--- src/rtl/img_conv_seq.sv ---
// Command sequencer for the image-convolution SoC: decodes host opcodes, holds geometry/sigma/pass
// registers and launches the RX, TX and row-convolution controllers through start/busy handshakes.
module img_conv_seq #(
    parameter int unsigned DATA_W  = 8,
    parameter int unsigned DIM_W   = 8,
    parameter int unsigned SIGMA_W = 3,
    parameter int unsigned PASS_W  = 3,
    parameter int unsigned WDOG_W  = 16
) (
    input  logic               clk,
    input  logic               rst,
    input  logic               en,
    input  logic [3:0]         op,
    input  logic [DATA_W-1:0]  din,
    input  logic               abort,
    output logic [DATA_W-1:0]  dout,
    output logic               dout_valid,
    output logic               busy,
    output logic               err,
    output logic [DIM_W-1:0]   nrows,
    output logic [DIM_W-1:0]   ncols,
    output logic               rx_start,
    output logic               tx_start,
    output logic               conv_start,
    input  logic               rx_busy,
    input  logic               tx_busy,
    input  logic               conv_busy,
    output logic               sub_abort,
    output logic [DIM_W-1:0]   conv_nrows,
    output logic [DIM_W-1:0]   conv_ncols,
    output logic [SIGMA_W-1:0] conv_sigma,
    output logic [1:0]         img_sel,
    output logic               buf_sel,
    output logic               swap
);
    typedef enum logic [1:0] {StIdle, StLaunch, StWait, StGap} state_e;

    localparam logic [3:0] OpGetNrows = 4'd1, OpGetNcols = 4'd2, OpGetSigma = 4'd3;
    localparam logic [3:0] OpSetNrows = 4'd4, OpSetNcols = 4'd5, OpSetSigma = 4'd6;
    localparam logic [3:0] OpImgRx = 4'd7, OpImgTx = 4'd8, OpConv = 4'd9;
    localparam logic [3:0] OpSetPasses = 4'd10, OpGetStatus = 4'd11, OpClrErr = 4'd12;
    localparam logic [1:0] SelRx = 2'd1, SelTx = 2'd2, SelConv = 2'd3;
    localparam logic [WDOG_W-1:0] WdogMax = '1;

    state_e              state_q, state_d;
    logic [DATA_W-1:0]   dout_q, dout_d;
    logic                dout_valid_q, dout_valid_d;
    logic                err_q, err_d;
    logic [DIM_W-1:0]    nrows_q, nrows_d, ncols_q, ncols_d;
    logic [SIGMA_W-1:0]  sigma_q, sigma_d;
    logic [PASS_W-1:0]   passes_q, passes_d, pass_cnt_q, pass_cnt_d;
    logic                rx_start_q, rx_start_d, tx_start_q, tx_start_d;
    logic                conv_start_q, conv_start_d, sub_abort_q, sub_abort_d;
    logic                swap_q, swap_d, buf_sel_q, buf_sel_d;
    logic [1:0]          img_sel_q, img_sel_d;
    logic [WDOG_W-1:0]   wdog_q, wdog_d;
    logic                sel_busy, dim_zero;

    // img_sel doubles as the record of which controller is being waited on
    always_comb begin
        case (img_sel_q)
            SelRx:   sel_busy = rx_busy;
            SelTx:   sel_busy = tx_busy;
            SelConv: sel_busy = conv_busy;
            default: sel_busy = 1'b0;
        endcase
    end

    assign dim_zero = (nrows_q == '0) || (ncols_q == '0);

    always_comb begin
        state_d      = state_q;
        dout_d       = dout_q;
        dout_valid_d = 1'b0;
        err_d        = err_q;
        nrows_d      = nrows_q;
        ncols_d      = ncols_q;
        sigma_d      = sigma_q;
        passes_d     = passes_q;
        pass_cnt_d   = pass_cnt_q;
        rx_start_d   = 1'b0;
        tx_start_d   = 1'b0;
        conv_start_d = 1'b0;
        sub_abort_d  = 1'b0;
        swap_d       = swap_q;
        img_sel_d    = img_sel_q;
        buf_sel_d    = buf_sel_q;
        wdog_d       = wdog_q;
        unique case (state_q)
            StIdle: begin
                if (en) begin
                    case (op)
                        OpGetNrows: begin dout_d = DATA_W'(nrows_q); dout_valid_d = 1'b1; end
                        OpGetNcols: begin dout_d = DATA_W'(ncols_q); dout_valid_d = 1'b1; end
                        OpGetSigma: begin dout_d = DATA_W'(sigma_q); dout_valid_d = 1'b1; end
                        OpGetStatus: begin
                            dout_d       = DATA_W'({err_q, swap_q, passes_q});
                            dout_valid_d = 1'b1;
                        end
                        OpSetNrows: nrows_d = DIM_W'(din);
                        OpSetNcols: ncols_d = DIM_W'(din);
                        OpSetSigma: sigma_d = SIGMA_W'(din);
                        OpSetPasses: begin
                            if (PASS_W'(din) == '0) err_d = 1'b1;
                            else passes_d = PASS_W'(din);
                        end
                        OpClrErr: err_d = 1'b0;
                        OpImgRx, OpImgTx, OpConv: begin
                            if (dim_zero) begin
                                err_d = 1'b1;
                            end else begin
                                state_d = StLaunch;
                                if (op == OpImgRx) begin
                                    img_sel_d  = SelRx;
                                    rx_start_d = 1'b1;
                                end else if (op == OpImgTx) begin
                                    img_sel_d  = SelTx;
                                    tx_start_d = 1'b1;
                                end else begin
                                    img_sel_d    = SelConv;
                                    buf_sel_d    = 1'b1;
                                    pass_cnt_d   = passes_q;
                                    conv_start_d = 1'b1;
                                end
                            end
                        end
                        default: ;
                    endcase
                end
            end
            StLaunch: begin
                state_d = StWait;
                wdog_d  = '0;
            end
            StWait: begin
                if (!sel_busy) begin
                    if (img_sel_q == SelConv && pass_cnt_q > PASS_W'(1)) begin
                        pass_cnt_d = pass_cnt_q - PASS_W'(1);
                        swap_d     = ~swap_q;
                        state_d    = StGap;
                    end else begin
                        state_d   = StIdle;
                        img_sel_d = 2'd0;
                        buf_sel_d = 1'b0;
                    end
                end else if (wdog_q + WDOG_W'(1) == WdogMax) begin
                    err_d       = 1'b1;
                    sub_abort_d = 1'b1;
                    state_d     = StIdle;
                    img_sel_d   = 2'd0;
                    buf_sel_d   = 1'b0;
                end else begin
                    wdog_d = wdog_q + WDOG_W'(1);
                end
            end
            StGap: begin
                state_d      = StLaunch;
                conv_start_d = 1'b1;
            end
            default: state_d = StIdle;
        endcase
        // Abort overrides whatever the state logic chose, including a same-cycle completion
        if (abort && state_q != StIdle) begin
            state_d      = StIdle;
            err_d        = err_q;
            swap_d       = swap_q;
            img_sel_d    = 2'd0;
            buf_sel_d    = 1'b0;
            conv_start_d = 1'b0;
            sub_abort_d  = 1'b1;
        end
    end

    always_ff @(posedge clk or posedge rst) begin
        if (rst) begin
            state_q      <= StIdle;
            dout_q       <= '0;
            dout_valid_q <= 1'b0;
            err_q        <= 1'b0;
            nrows_q      <= DIM_W'(8);
            ncols_q      <= DIM_W'(8);
            sigma_q      <= '0;
            passes_q     <= PASS_W'(2);
            pass_cnt_q   <= '0;
            rx_start_q   <= 1'b0;
            tx_start_q   <= 1'b0;
            conv_start_q <= 1'b0;
            sub_abort_q  <= 1'b0;
            swap_q       <= 1'b0;
            img_sel_q    <= 2'd0;
            buf_sel_q    <= 1'b0;
            wdog_q       <= '0;
        end else begin
            state_q      <= state_d;
            dout_q       <= dout_d;
            dout_valid_q <= dout_valid_d;
            err_q        <= err_d;
            nrows_q      <= nrows_d;
            ncols_q      <= ncols_d;
            sigma_q      <= sigma_d;
            passes_q     <= passes_d;
            pass_cnt_q   <= pass_cnt_d;
            rx_start_q   <= rx_start_d;
            tx_start_q   <= tx_start_d;
            conv_start_q <= conv_start_d;
            sub_abort_q  <= sub_abort_d;
            swap_q       <= swap_d;
            img_sel_q    <= img_sel_d;
            buf_sel_q    <= buf_sel_d;
            wdog_q       <= wdog_d;
        end
    end

    assign dout       = dout_q;
    assign dout_valid = dout_valid_q;
    assign busy       = (state_q != StIdle);
    assign err        = err_q;
    assign nrows      = nrows_q;
    assign ncols      = ncols_q;
    assign rx_start   = rx_start_q;
    assign tx_start   = tx_start_q;
    assign conv_start = conv_start_q;
    assign sub_abort  = sub_abort_q;
    assign conv_nrows = swap_q ? ncols_q : nrows_q;
    assign conv_ncols = swap_q ? nrows_q : ncols_q;
    assign conv_sigma = sigma_q;
    assign img_sel    = img_sel_q;
    assign buf_sel    = buf_sel_q;
    assign swap       = swap_q;
endmodule

--- config.mk ---
export PLATFORM = sky130hd
export DESIGN_NAME = img_conv_seq
export DESIGN_NICKNAME = d
export VERILOG_FILES = /design/src/rtl/img_conv_seq.sv
export SDC_FILE = /design/constraint.sdc
export NUM_CORES = 1
export LEC_CHECK = 0
export ABC_AREA = 1
export BUFFER_PORTS_ARGS = -buffer_cell sky130_fd_sc_hd__clkbuf_2
export CELL_PAD_IN_SITES_DETAIL_PLACEMENT = 1
export CELL_PAD_IN_SITES_GLOBAL_PLACEMENT = 2
export CORE_MARGIN = 3
export CORE_UTILIZATION = 34
export CTS_BUF_LIST = sky130_fd_sc_hd__clkbuf_2
export CTS_CLUSTER_DIAMETER = 30
export DETAILED_ROUTE_END_ITERATION = 7
export GPL_TIMING_DRIVEN = 1
export PLACE_DENSITY_LB_ADDON = 0.1
export SYNTH_ARGS = -nofsm -noshare
export SYNTH_HDL_FRONTEND = slang
export SYNTH_SLANG_ARGS = --single-unit
export TNS_END_PERCENT = 1
--- constraint.sdc ---
create_clock -name clk -period 3.45 [get_ports clk]
set_input_delay 0 -clock clk [delete_from_list [all_inputs] [get_ports clk]]
set_output_delay 0 -clock clk [all_outputs]
set_load 0.05 [all_outputs]
* Word-level counts from Yosys, hierarchy flattened
Index checks and enable logic that the tools add are counted.
Widths: inputs -> output; s select.
** Cells by class
- Bitwise logic cells :: 4
- Eq/ne operators :: 39
- $lt $le $gt $ge :: 1
- Add/sub/neg operators :: 2
- Reduce and logical (&&, ||, !) cells :: 26
- Mux-type cells :: 74
** Operators by type and width (number)
- $mux 1 :: 39
- $mux 16 :: 2
- $pmux 16 s2 :: 1
- $pmux 8 s4 :: 1
- $mux 2 :: 14
- $reduce_and 8->1 :: 3
- $mux 3 :: 7
- $eq 4x4->1 const B :: 5
- $ne 2x2->1 const B :: 9
- $ne 3x3->1 const B :: 6
- $add 16x1->16 const B :: 1
- $eq 16x16->1 const B :: 1
- $eq 4x3->1 const B :: 4
- $logic_not 8->1 :: 2
- $mux 8 :: 2
- $reduce_and 3->1 :: 5
- $reduce_and 4->1 :: 3
- $eq 2x2->1 const B :: 4
- $eq 4x2->1 const B :: 2
- $ne 4x4->1 const B :: 2
- $pmux 2 s4 :: 1
- $pmux 1 s2 :: 3
- $pmux 1 s3 :: 2
- $pmux 3 s2 :: 1
- other kinds (19) :: 26
** Storage, ports and cells
- Input port bits :: 19
- Output and inout bits :: 54
- Register bits after elaboration :: 61

* Logic depth before layout (Yosys ltp)
Gate-level depths: netlist (run 1).
- Depth after elaboration :: 8
- Depth in mapped cells :: 14
- Mapped depth without buffers :: 14

* Worst setup path after synthesis (run 1)
OpenSTA, ideal clock, no wires.
- Path type :: register to output
- Start :: reg swap_q (netlist: swap)
- End :: out conv_ncols[3]
- Stages on the path, launching flop included :: 4
- Path buffers :: 2
- Arrival time :: 2087 ps
- Data required time :: 3450 ps
- Slack :: 1363 ps
- Path through :: dfrtp_1 > clkbuf_1 > clkbuf_1 > o21ai_0
** Between the ends
- Word-level cells in the longest chain between the ends :: 1
** Ends and longest elaborated chain
- start: declaration :: RTL line 54 : logic swap_q, swap_d, buf_sel_q, buf_sel_d;
- start signal: assignment :: RTL line 207 : swap_q <= swap_d;
- $mux 8 :: RTL line 225 : assign conv_ncols = swap_q ? nrows_q : ncols_q;
- end: declaration :: RTL line 30 : output logic [DIM_W-1:0] conv_ncols,
Every way passes these cells.

* Worst setup path in the final report (run 1)
- Start :: reg state_q[0]
- End :: reg wdog_q[13]
** Between the ends
- Word-level cells in the longest chain between the ends :: 3
- Elaborated cells on any way between the ends :: 7
- Classes of those cells :: eq/ne (4); mux (1); reduce/logical (2)
** Ends and longest elaborated chain
- start: declaration :: RTL line 45 : state_e state_q, state_d;
- start signal: assignment :: RTL line 176 : state_q <= StIdle;
- start signal: assignment :: RTL line 194 : state_q <= state_d;
- $eq 2x2->1 or $eq 2x1->1 (tied branches) :: RTL line 89 : unique case (state_q)
- $ne 2x2->1 (no line) or $reduce_bool 2->1 (tied branches)
- $reduce_and 3->1 (no line)
- end signal: assignment :: RTL line 210 : wdog_q <= wdog_d;
- end: declaration :: RTL line 56 : logic [WDOG_W-1:0] wdog_q, wdog_d;
Several ways; a longest one is shown, not always the timed one.
A chain may end at the register's enable or synchronous reset.

==> results of run 1 <==
## cell usage after synthesis (all sizes together)
cell / count / area, sq um
dfrtp: 58 / 1450
o21bai: 1 / 7.51
ha: 9 / 113
nor2: 52 / 215
dfstp: 3 / 78.8
o221ai: 2 / 17.5
nor3: 4 / 20.0
a21oi: 9 / 45.0
a22oi: 1 / 7.51
nor4: 1 / 6.26
xor2: 2 / 17.5
nand3: 30 / 163
inv: 67 / 251
nor3b: 1 / 7.51
nand4: 30 / 188
o22ai: 4 / 25.0
nand3b: 2 / 15.0
nand2: 185 / 699
o21ai: 59 / 307
a311oi: 1 / 8.76
a211oi: 1 / 7.51
or2: 2 / 12.5
clkbuf: 12 / 45.0
buf: 2 / 16.3
## final timing paths
kind / depth (start not counted) / startpoint / to
setup / recovery: 9 / state_q[0] / wdog_q[13]
hold / removal: 8 / tx_busy / state_q[1]
setup reg to reg: 9 / state_q[0] / wdog_q[13]
min in group asynchronous: 3 / rst / wdog_q[11]
max in group asynchronous: 4 / rst / passes_q[1]
hold reg to reg: 2 / pass_cnt_q[1] / pass_cnt_q[1]
## cell type report
| class | count | area share, % |
|---|---|---|
| Clock buffer | 12 | 1.34 |
| Timing Repair Buffer | 94 | 12.8 |
| Sequential cell | 61 | 34.1 |
| Tap cell | 136 | 3.79 |
| Inverter | 67 | 5.61 |
| Multi-Input combinational cell | 396 | 42.0 |
| Clock inverter | 4 | 0.391 |
## registers in the layout (all words and copies together) (netlist names), 2 cells and up
register / count
nrows: 8
img_sel: 2
passes_q: 3
wdog_q: 16
conv_sigma: 3
dout: 8
pass_cnt_q: 3
ncols: 8
state_q: 2
## cells by family (layout without fill, tap and decap cells)
logic type	after synthesis	after routing	share of synthesized area [%]
AND/OR/NAND/NOR	307	307	35.6
XOR/XNOR	2	2	0.470
flip-flops	61	61	41.1
buffers and inverters	81	177	8.40
AO/OA/AOI/OAI	78	78	11.4
adder cells (fa/ha/maj)	9	9	3.02
## metrics by stage
step                      total power [uW]  instance area [sq um]  hold slack (ns)  std cells
after floorplan                       3030                   3720            0.127        538
after global placement                3630                   4220            0.225        735
after detailed placement              3680                   4220            0.236        735
after CTS                             4080                   4480           0.0700        770
after global routing                  4330                   4480            0.157        770
final                                 4030                   4480            0.108        770
## worst min-delay path, stage by stage
cell	delay, ns
clkbuf_2	0.08
nand2_1	0.04
nand3_1	0.13
nor2_1	0.07
nand2_1	0.11
nand2_1	0.06
nand3_1	0.05
o21ai_1	0.06
## repair_timing
action                                 in CTS  in global routing
hold buffers                               19                  0
endpoints found under the hold margin      74                  0
setup buffers                               0                  0
gates resized for setup                     0                  0
## layer usage
metal / global-route usage [%] / up-vias / wire (um) / share of wire (%)
li1: - / 1922 / - / -
met4: 5.42 / 0 / 182 / 1.5
met1: 25.2 / 1893 / 5590 / 47
met5: 0 / - / 0 / 0
met2: 35.0 / 61 / 5840 / 49
met3: 3.88 / 19 / 327 / 2.7
## power breakdown
| group | internal [uW] | leakage, uW | switching [uW] | total (uW) |
|---|---|---|---|---|
| Clock | 97.4 | 0.0000608 | 272 | 370 |
| Sequential | 954 | 0.000799 | 267 | 1220 |
| Combinational | 545 | 0.00142 | 1900 | 2440 |
==> results.ini, run 1 <==
[die]
design.portCount = 73
die_area_sq_um = 12200
dieHeight_um = 111
rows = 37
dieWidth_um = 111
start_util_pct = 35.4
core_area_sq_um = 10500

[worst_setup_path]
reg2reg_setup_slack_ns = 0.70
crit_family = simple AND/OR/NAND/NOR gates
endpoint_kind = flip-flop
critical_path_class = reg2reg
startpoint_type = flip-flop
arrival_ns = 3.14
cpPeakStageDelay_ns = 0.94
worstPathCellList = inv_1, ha_1, inv_1, buf_4, nor2_1, nor2_1, o21ai_4, nand2_1, nand2_1
slowest_stage = nor2_1
worst-path-max-fanout = 17
path_buf_inv = 3
required_ns = 3.84

[drt]
finalWirelength_um = 11900
vias_per_cell = 5.06
drtPass1Iterations = 4
num_vias = 3895
drc_errors = 0
drt-initial-drc-count = 180
ant_nets = 0
wire_per_inst_um = 15.5

[clocking]
cts.path.max_buffers = 2
cts_tree = done
insertion_delay_ns = 0.51
numClockSinks = 61
cts_root_buf = clkbuf_2
numCtsBuffers = 9
cts_htree_levels = 3
clk_pin_slew_ns = 0.20

[grt]
antenna_found_initial = 0
grt.overflow.total = 0
track_usage_pct = 20.0
grt_pass1_vias = 4080
grt_max_degree = 47
grt_pass1_wl_um = 20100

[sta]
hold_viol_final = 0
worst_pin_slew_ns = 1.26
relSlewSlack_pct = 15.7
fin_crit_sh_pct = 79.8
rsz0062_at_grt = false
fmax_mhz = 363
worst_slack_ns = 0.697
fin_crit_ns = 2.75
finalSetupTns_ns = 0
setup_viol = 0
slew_violations = 0
fin_skew_ns = 0.0388

[flow_run]
cap_violations = 0

[finish]
final_nets = 657
mostFrequentLayoutCell = nand2_1
drive_above_1_share_pct = 16.1
layout_common_cells = nand2_1, clkbuf_2, inv_1, dfrtp_1, o21ai_0
final_util_pct = 42.7
seq_area_sq_um = 1530
area_growth_pct = 20.4
n_fill_cell = 1387
multi_input_comb_area_sq_um = 1880
num_antenna_cells = 0

[run_status]
status = completed

[worst_hold_path]
hold_class = in2reg

[synthesis]
syn_nets = 566
yosysSeqAreaShare_pct = 41.1
netlist_area_sq_um = 3720
yosys_warnings = 0
synth_cell_types = 32
avgSynthCellArea_sq_um = 6.92
ys_ff_latch = 61
synthCells = 538

[pwr]
leakage_uw = 0.00228
ir_drop_mv = 0.661
powerDensity_nw_per_um2 = 900

[placement]
dp_slack_ns = 0.745
io_buffers = 72
gp_congestion = 0.770
dp_hpwl_um = 9090

No activity file was read; power rests on OpenSTA's default activity.
==> inputs of run 2 (changes only) <==
--- a/config.mk
+++ b/config.mk
@@ -10,7 +10,7 @@
 export CELL_PAD_IN_SITES_DETAIL_PLACEMENT = 1
 export CELL_PAD_IN_SITES_GLOBAL_PLACEMENT = 2
 export CORE_MARGIN = 3
-export CORE_UTILIZATION = 34
+export CORE_UTILIZATION = 31
 export CTS_BUF_LIST = sky130_fd_sc_hd__clkbuf_2
 export CTS_CLUSTER_DIAMETER = 30
 export DETAILED_ROUTE_END_ITERATION = 7
==> constraint.sdc (replaced) <==
create_clock -name clk -period 2.6 [get_ports clk]
set_input_delay 0 -clock clk [delete_from_list [all_inputs] [get_ports clk]]
set_output_delay 0 -clock clk [all_outputs]
set_load 0.05 [all_outputs]
==> results.ini, run 2 (synthesis results as in run 1) <==
[run_status]
status = completed

[sta]
fin_crit_sh_pct = 88.7
fin_crit_ns = 2.30
slew_violations = 0
rsz0062_at_grt = false
hold_viol_final = 0
finalSetupTns_ns = 0
fmax_mhz = 434
setup_viol = 0
fin_skew_ns = 0.0211
relSlewSlack_pct = 49.3
worst_pin_slew_ns = 0.760

[worst_setup_path]
startpoint_type = flip-flop
arrival_ns = 2.71
cpPeakStageDelay_ns = 0.55
path_buf_inv = 3
endpoint_kind = flip-flop
required_ns = 3.01
worstPathCellList = inv_1, ha_1, nand2_1, nor2_2, nand3_1, buf_4, nand2_1, o21ai_0, dlygate4sd3_1
slowest_stage = dlygate4sd3_1
crit_family = buffers and inverters
crit_top_cell = nand2_1
worst-path-max-fanout = 16
critical_path_class = reg2reg

[die]
rows = 39
die_area_sq_um = 13400
design.portCount = 73
start_util_pct = 32.2
dieWidth_um = 116
core_area_sq_um = 11600
dieHeight_um = 116

[drt]
vias_per_cell = 5.01
drt-initial-drc-count = 166
wire_per_inst_um = 15.9
drc_errors = 0
drtPass1Iterations = 5
num_vias = 3915
finalWirelength_um = 12400
ant_nets = 0

[finish]
multi_input_comb_area_sq_um = 1880
mostFrequentLayoutCell = nand2_1
layout_common_cells = nand2_1, clkbuf_2, inv_1, dfrtp_1, o21ai_0
final_util_pct = 39.6
top_register = wdog_q
n_fill_cell = 1514
seq_area_sq_um = 1530
num_antenna_cells = 0
largest_reg_flops = 16
drive_above_1_share_pct = 17.1
area_growth_pct = 22.8
final_nets = 662

[grt]
grt_pass1_vias = 4044
grt.overflow.total = 0
track_usage_pct = 19.4
grt_pass1_wl_um = 20400
antenna_found_initial = 0
grt_max_degree = 35

[clocking]
numClockSinks = 61
cts_tree = done
cts.path.max_buffers = 2
postCtsSetupBuffers = 0
cts_htree_levels = 3
insertion_delay_ns = 0.50
cts_root_buf = clkbuf_2
numCtsBuffers = 9
clk_pin_slew_ns = 0.19

[worst_hold_path]
hold_class = in2reg

[pwr]
powerDensity_nw_per_um2 = 1200
leakage_uw = 0.00231
ir_drop_mv = 0.587

[flow_run]
cap_violations = 0

[placement]
dp_hpwl_um = 9650
io_buffers = 72
gp_congestion = 0.841

-- run 2: changes by cell type in the layout (fill, tap and decap cells not counted), sizes merged --
cell,previous run,this run
clkbuf,84,82
bufinv,0,1
clkinvlp,0,1
buf,3,8
-- run 2: where the power goes --
group	total, uW	switching [uW]	internal [uW]
Combinational	3340	2580	758
Clock	579	364	215
Sequential	1580	312	1270
-- run 2: final timing paths --
kind	from	to	slack, ns	depth (start not counted)
worst max-delay path	state_q[1]	ncols[6]	0.30	9
worst min-delay path	tx_busy	sub_abort	0.09	5
worst max register to register	state_q[1]	ncols[6]	0.30	9
worst min register to register	dout[5]	dout[5]	0.51	2
max in group asynchronous	rst	passes_q[1]	1.74	4
min in group asynchronous	rst	ncols[7]	0.15	3
-- run 2: timing repair --
action                                 in CTS  in global routing
endpoints found under the hold margin      62                  0
gates resized for setup                     0                  3
hold buffers                               19                  0
setup endpoints to repair                   0                  5
-- run 2: metal layers --
metal,vias to the layer above,share of wire [%],global-route usage (%)
met3,11,3.0,3.34
met2,55,48,32.6
met5,-,0,0
li1,1936,-,-
met4,0,0.92,5.03
met1,1913,48,26.2
-- run 2: metrics by stage --
step	instances	total power, uW	hold slack [ns]	cell area (sq um)	setup WS, ns
2_1_floorplan	538	4020	0.127	3720	0.513
3_3_place_gp	747	4850	0.162	4280	0.421
3_5_place_dp	747	4920	0.169	4280	0.303
4_1_cts	782	5550	0.0619	4570	0.251
5_1_grt	782	5910	0.0817	4570	0.0456
6_report	782	5500	0.0862	4570	0.295
-- run 2: cell type report --
class | count | share of cell area, %
Sequential cell | 61 | 33.5
Clock buffer | 10 | 1.09
Multi-Input combinational cell | 396 | 41.2
Timing Repair Buffer | 99 | 13.6
Inverter | 67 | 5.50
Tap cell | 143 | 3.91
Clock inverter | 6 | 1.18
-- run 2: worst reg2reg max path, cell delays in order, from the launching register on --
cell and delay [ns]:
dfrtp_1 0.46, inv_1 0.10, ha_1 0.29, nand2_1 0.20, nor2_2 0.20, nand3_1 0.08
buf_4 0.20, nand2_1 0.08, o21ai_0 0.07, dlygate4sd3_1 0.55
==> inputs of run 3 (changes only) <==
==> constraint.sdc (replaced) <==
create_clock -name clk -period 2.6 [get_ports clk]
set_input_delay 0 -clock clk [delete_from_list [all_inputs] [get_ports clk]]
set_output_delay 0 -clock clk [all_outputs]
set_load 0.1 [all_outputs]
==> results.ini, run 3 (synthesis results as in run 1) <==
[run_status]
status = completed

[drt]
ant_nets = 0
wire_per_inst_um = 15.4
finalWirelength_um = 12100
drtPass1Iterations = 4
drc_errors = 0
vias_per_cell = 4.91
num_vias = 3847
drt-initial-drc-count = 182

[worst_setup_path]
r2r_start = wdog_q[1]
required_ns = 3.01
worst-path-max-fanout = 7
critical_path_class = reg2reg
endpoint_kind = flip-flop
startpoint_type = flip-flop
rr_worst_depth = 14
arrival_ns = 2.70
worstSetupStartpoint = wdog_q[1]

[die]
dieHeight_um = 116
start_util_pct = 32.2
design.portCount = 73
core_area_sq_um = 11600
rows = 39
dieWidth_um = 116
die_area_sq_um = 13400

[grt]
grt.overflow.total = 0
grt_max_degree = 62
grt_pass1_wl_um = 20200
track_usage_pct = 19.4
grt_pass1_vias = 4065
antenna_found_initial = 0

[finish]
seq_area_sq_um = 1530
mostFrequentLayoutCell = nand2_1
layout_common_cells = nand2_1, clkbuf_2, inv_1, dfrtp_1, o21ai_0
final_util_pct = 40.2
multi_input_comb_area_sq_um = 1880
fin_cells = 784
top_register = wdog_q
n_fill_cell = 1477
num_antenna_cells = 0
area_growth_pct = 24.8
drive_above_1_share_pct = 17.0
final_nets = 664
largest_reg_flops = 16

[sta]
worst_slack_ns = 0.311
hold_viol_final = 0
fin_crit_ns = 2.29
fin_crit_sh_pct = 88.0
fin_skew_ns = 0.0262
worst_pin_slew_ns = 0.675
relSlewSlack_pct = 54.7
setup_viol = 0
slew_violations = 0
fmax_mhz = 437

[flow_run]
cap_violations = 0

[clocking]
cts_tree = done
insertion_delay_ns = 0.53
clk_pin_slew_ns = 0.18
post_cts_resized = 0
cts.path.max_buffers = 2
cts_root_buf = clkbuf_2
numCtsBuffers = 9
cts_htree_levels = 3
numClockSinks = 61

[placement]
dp_cells = 747
gp_congestion = 0.821
io_buffers = 72
dp_hpwl_um = 9320
dp_slack_ns = 0.298

[worst_hold_path]
hold_class = in2async

-- run 3: changes by cell type in the layout (fill, tap and decap cells not counted), moves of 2 or more --
cell / previous run / this run
bufinv_16: 1 / 3
clkinv_1: 3 / 1
dfrtp_1: 56 / 58
dfrtp_2: 2 / 0
-- run 3: area by class of cell --
| type | instances | area share [%] |
|---|---|---|
| Timing Repair Buffer | 101 | 14.0 |
| Multi-Input combinational cell | 396 | 40.5 |
| Tap cell | 143 | 3.85 |
| Clock buffer | 11 | 1.18 |
| Clock inverter | 5 | 2.13 |
| Inverter | 67 | 5.41 |
| Sequential cell | 61 | 32.9 |
-- run 3: metal layers --
layer,track usage (%),vias up,share of wire [%]
li1,-,1941,-
met1,25.9,1844,47
met2,32.0,49,48
met3,3.03,13,2.9
met4,7.27,0,1.6
met5,0,-,0
-- run 3: critical path: stages, from the launching register on --
cell     delay (ns)
dfrtp_1        0.50
ha_1           0.25
nand3_1        0.15
inv_1          0.13
nand2_1        0.06
nand2_1        0.05
nand2_1        0.07
nor2_1         0.09
nand2_1        0.08
nor2_1         0.17
nand3_4        0.13
nand2_1        0.22
nand2_1        0.15
nand2_1        0.08
o21ai_1        0.06
-- run 3: worst paths after layout --
path,end,slack (ns)
worst min register to register,dout[4],0.50
worst max register to register,state_q[1],0.31
min in group clk,sub_abort,0.04
worst max-delay path,state_q[1],0.31
max in group asynchronous,passes_q[1],2.23
worst min-delay path,ncols[7],0.02
-- run 3: what timing repair did --
| action | CTS | global route |
|---|---|---|
| endpoints found under the setup margin | 0 | 3 |
| hold buffers | 20 | 0 |
| buffers inserted | 0 | 1 |
| hold endpoints to repair | 94 | 0 |
-- run 3: stage by stage --
step	hold WS (ns)	TNS, ns	area [sq um]
final	0.0219	0	4650
after global routing	0.0175	-0.000944	4650
after global placement	0.0823	0	4280
after detailed placement	0.0830	0	4280
after CTS	0.00344	0	4630
after floorplan	0.127	-11.37	3720
Power of run 3 is not shown: default switching activity piles up to over one toggle a cycle in this logic, so the estimate is an artifact.
